===== src/rtl/comp_debounce.sv =====
// comp_debounce
//   Synchronizes and debounces five raw computer-on signals, then derives a
//   registered free-computer count, all-free / all-busy flags and a one-cycle
//   change strobe.
//
// Ports
//   clk        single clock, rising edge
//   rst        synchronous, active-high reset
//   comp_in    raw asynchronous inputs, bit i = computer i+1, 1 = busy
//   comps      debounced computer states (registered)
//   free_cnt   5 - popcount(comps) (registered)
//   all_free   comps == 5'b00000 (registered)
//   all_busy   comps == 5'b11111 (registered)
//   chg_pulse  high for the cycle following any edge on which comps changed
module comp_debounce #(
    parameter int unsigned DEB_CYCLES = 4
) (
    input  logic       clk,
    input  logic       rst,
    input  logic [4:0] comp_in,
    output logic [4:0] comps,
    output logic [2:0] free_cnt,
    output logic       all_free,
    output logic       all_busy,
    output logic       chg_pulse
);

    localparam int unsigned CW = ($clog2(DEB_CYCLES + 1) > 0) ? $clog2(DEB_CYCLES + 1) : 1;
    localparam logic [CW-1:0] TERM = CW'(DEB_CYCLES - 1);

    logic [4:0]    sync1;
    logic [4:0]    sync2;
    logic [CW-1:0] cnt     [5];
    logic [CW-1:0] cnt_nxt [5];
    logic [4:0]    comps_nxt;
    logic [2:0]    busy_nxt;

    // Next-state of every channel is resolved here so the derived outputs can
    // be registered from comps_nxt and stay aligned with comps.
    always_comb begin
        comps_nxt = comps;
        busy_nxt  = '0;
        for (int unsigned i = 0; i < 5; i++) begin
            cnt_nxt[i] = '0;
            if (sync2[i] != comps[i]) begin
                if (cnt[i] == TERM) begin
                    comps_nxt[i] = sync2[i];
                end else begin
                    cnt_nxt[i] = cnt[i] + CW'(1);
                end
            end
        end
        for (int unsigned i = 0; i < 5; i++) begin
            busy_nxt = busy_nxt + {2'b00, comps_nxt[i]};
        end
    end

    always_ff @(posedge clk) begin
        if (rst) begin
            sync1     <= '0;
            sync2     <= '0;
            for (int unsigned i = 0; i < 5; i++) begin
                cnt[i] <= '0;
            end
            comps     <= '0;
            free_cnt  <= 3'd5;
            all_free  <= 1'b1;
            all_busy  <= 1'b0;
            chg_pulse <= 1'b0;
        end else begin
            sync1     <= comp_in;
            sync2     <= sync1;
            for (int unsigned i = 0; i < 5; i++) begin
                cnt[i] <= cnt_nxt[i];
            end
            comps     <= comps_nxt;
            free_cnt  <= 3'd5 - busy_nxt;
            all_free  <= (comps_nxt == 5'b00000);
            all_busy  <= (comps_nxt == 5'b11111);
            chg_pulse <= (comps_nxt != comps);
        end
    end

endmodule


===== config.mk =====
export PLATFORM = sky130hd
export DESIGN_NAME = comp_debounce
export DESIGN_NICKNAME = d
export VERILOG_FILES = /design/src/rtl/comp_debounce.sv
export SDC_FILE = /design/constraint.sdc
export NUM_CORES = 1
export LEC_CHECK = 0
export CAP_MARGIN = 20
export CORE_AREA = 8 8 64 55
export DETAILED_ROUTE_END_ITERATION = 16
export DIE_AREA = 0 0 72 63
export PLACE_DENSITY = 0.79
export SLEW_MARGIN = 10
export SYNTH_ARGS = -nofsm -noshare
export SYNTH_HDL_FRONTEND = slang
export SYNTH_SLANG_ARGS = --single-unit

===== constraint.sdc =====
create_clock -name clk -period 4.6 [get_ports clk]
set_clock_uncertainty 0.2 [all_clocks]
set_input_delay 0.69 -clock clk [delete_from_list [all_inputs] [get_ports clk]]
set_output_delay 0.69 -clock clk [all_outputs]
set_load 0.1 [all_outputs]

==> results.txt <==
* Filler cell count in the final layout: 226
* Utilization after layout: 0.6252
- Based on the critical path, the design can be clocked at up to 362.9 MHz.
* #FFs+latches synth: 36
- Clock-pin slew was measured on the worst setup and hold paths at 100 ps.
* Share of synthesized flip-flops with an asynchronous set or reset: 0
- The worst path meets setup with roughly 1800 ps of slack.
- Via-per-instance ratio: 4.457
* Count of cells resized by post-cts repair: 0
* Highest-delay cell along the critical path: clkdlybuf4s50_1
- Critical path buffer and inverter count: 1
- In this run the worst path has a maximum fanout of 3.
- Synthesized instance count: 128
- Syn nets: 150
* Sw Share: 0.2043
* Final RePlAce weighted congestion: 0.7659
- Die area: 4536 sq um
- Number of primary I/O pins: 18
- The largest single stage delay on the critical path is roughly 1200 ps.
- Final Slew Violations: 0
- P_leak: 0.6971 nW
* Fraction of the yosys area taken by sequential cells: 0.5363
- Routed len/inst: 10.41 um
- The first TritonRoute pass finished after 4 iterations.
- In this run the core area contains 17 standard-cell rows.
- Routed wire length: 1.957 mm
* Relative area change from synthesis to final layout: 19.74%
- Internal Power: 401.4 uW
* Worst Path Arrival: approximately 1900 ps
* Remaining number of nets flagged by the antenna check after routing: 0
* CTS HTree Levels: 2
- STA classifies the critical path endpoint as a primary output.
* Fin crit share: 0.5991
* Largest net degree at the start of global routing: 27
- 0 antenna diodes ended up in the layout.
- For this run, the leading register cell type out of synthesis is dfxtp_1.
- After synthesis, the netlist uses 20 different library cells.
* Source of the worst register-to-register timing path: cnt[0][6]$_SDFF_PP0_
- Largest vdd supply drop: 161.1 uV
- Setup crit start: comps[1]$_SDFF_PP0_
* CTS tree: yes
- TritonCTS buffer count: 5
* Number of global-route vias before repair: around 800
- Cell type group with the largest total delay on the critical path: buffers and inverters
- The share of total power dissipated in the clock network is 0.335.
- Setup repair after global routing left no endpoint under its margin.
- The initial antenna violation count is 0.
- After detailed routing, the number of remaining DRC violations is 0.
- For the worst-skew pair, the clock arrives at the later sink with an insertion delay of between 300 and 400 ps.
* Post-CTS setup buffer count: 0
* Type of the worst setup path: flop to primary output
* Slew HR: 0.3372
* Final setup violation count: 0
* Initial cell density of the core: 0.5221
- Total gr overflow: 0
* Min-Delay Path Class: flop to flop
- In this run the mean area of a mapped cell was 10.50 sq um.
- Measured along the x axis, the die boundary spans approximately 70 um.
- Clock net sink count: 36
- Part of the total power dissipated in combinational logic: 0.032
- dfxtp_1 is the most common cell in the netlist.
- Post-cts hold buffer count: 0
- For this design the ratio of total power to cell area is 313.5 nW/um^2.
- Ranked by instance count, the synthesized netlist is headed by 36 x dfxtp_1, 21 x nor2_1, 15 x ha_1, 12 x inv_1, 11 x nor2b_1.
- Final hold vios: 0
- Of the cells placed in the final design, the portion with a size suffix greater than 1 is 0.05333.
- Synth top area share: 0.5363
* Y dimension of the die: between 60 and 70 um
- The final route contains 838 vias.
* Wire length of the first global-routing pass: 3.408 mm
* Area of the core: 2574 sq um
- Synthesis Warnings: 0
- Summed over all nets, the switching power comes to 103.0 uW.
* Root buffer cell: clkbuf_4
- Adding up every negative setup slack in the final design gives 0 ps.
- At the placement stage, the worst setup path has a slack of 1884 ps.
* Worst-margin pin slew: approximately 990 ps
* Post-synthesis instance area: 1344 sq um
* Violation count after the first detailed-routing iteration: 28
* Number of maximum-capacitance violations: 0
- By area the synthesized netlist is led by dfxtp_1 54%, ha_1 14%, nor2_1 5.9%.
- The signal on the critical path passes through clkdlybuf4s50_1.
* DP HPWL: approximately 1.5 mm
- The worst setup path is launched from a flop.
- Yosys top cell by area: dfxtp_1
- In this run the most critical hold path is launched from cnt[0][9]$_SDFF_PP0_.
- Required time at the endpoint of the critical path: 3710 ps
- Clock period minus worst slack: between 2000 and 3000 ps
- Number of enable flip-flop cells after synthesis: 0
- Maximum buffer depth of the clock tree: 2
- Count of port buffers added during placement: 17
* Result of the run: complete, no violations
* Net total in the final layout: 171
- Global-route usage over all layers: 0.09873
- Part of the total power dissipated in sequential elements: 0.633
==> per-stage QoR <==
step	total power [mW]	instance area (sq um)	instances	hold slack, ps
5_1_grt	0.5293	1609	188	249.6
3_3_place_gp	0.3424	1550	180	204.7
4_1_cts	0.5130	1609	188	226.6
2_1_floorplan	0.3360	1344	128	197.4
3_5_place_dp	0.3432	1550	180	212.2
6_report	0.5044	1609	188	226.2
==> state kept, by name (all words and copies together), names as in the netlist <==
signal     cells
sync2          5
sync1          5
all_busy       1
cnt           15
chg_pulse      1
all_free       1
comps          5
free_cnt       3
==> logic make-up (layout without fill, tap and decap cells) <==
group | Yosys count | count (layout) | share of synthesized area
mux | 5 | 5 | 0.03725
buf+inv | 15 | 37 | 0.04190
fa+ha+maj | 15 | 15 | 0.1397
compound gates | 3 | 3 | 0.01956
xor+xnor | 7 | 7 | 0.04562
simple gates | 47 | 47 | 0.1797
flops | 36 | 36 | 0.5363
==> cells in the final DEF (no fill, tap or decap) <==
cell and n:
dfxtp_1 36, nor2_1 21, clkdlybuf4s50_1 17, ha_1 15, inv_1 12, nor2b_1 11
mux2i_1 5, clkbuf_4 5, xor2_1 4, and3_1 3, nand2_1 3, xnor2_1 3
nand2b_1 3, or3_1 2, clkbuf_1 2, and2_2 1, a41o_1 1, or4_1 1
nor3_2 1, or2b_1 1, a222oi_1 1, a31oi_1 1, clkbuf_8 1
==> cell type report <==
class	count	area (sq um)	share of cell area
tap	38	47.55	0.02955
timing repair buffer	17	170.2	0.1058
clock buffer	8	58.81	0.03655
sequential	36	720.7	0.4479
inverter	12	45.04	0.02799
multi-input combinational	77	566.8	0.3523
==> final timing paths <==
check | end | slack, ps | cells past startpoint
max | comps[1] | 1840 | 1
min reg2reg | cnt[0][9]$_SDFF_PP0_ | 230 | 1
min | cnt[0][9]$_SDFF_PP0_ | 230 | 1
max reg2reg | free_cnt[1]$_SDFF_PP0_ | 1880 | 11
==> power by group through the flow <==
| stage | clock network, mW | registers (mW) | logic (mW) |
|---|---|---|---|
| after detailed placement | 0 | 0.327 | 0.0166 |
| after floorplan | 0 | 0.326 | 0.0100 |
| after global placement | 0 | 0.326 | 0.0161 |
| after CTS | 0.177 | 0.319 | 0.0166 |
| final | 0.169 | 0.319 | 0.0163 |
| after global routing | 0.191 | 0.320 | 0.0183 |
==> metal layers <==
layer / vias up / part of all wire / track usage
met1: 365 / 0.45 / 0.09343
met2: 16 / 0.47 / 0.1636
met4: 0 / 0.024 / 0.06870
met5: - / 0 / 0
li1: 452 / - / -
met3: 5 / 0.059 / 0.04808
Note: power is estimated with default switching activity, not from simulation.
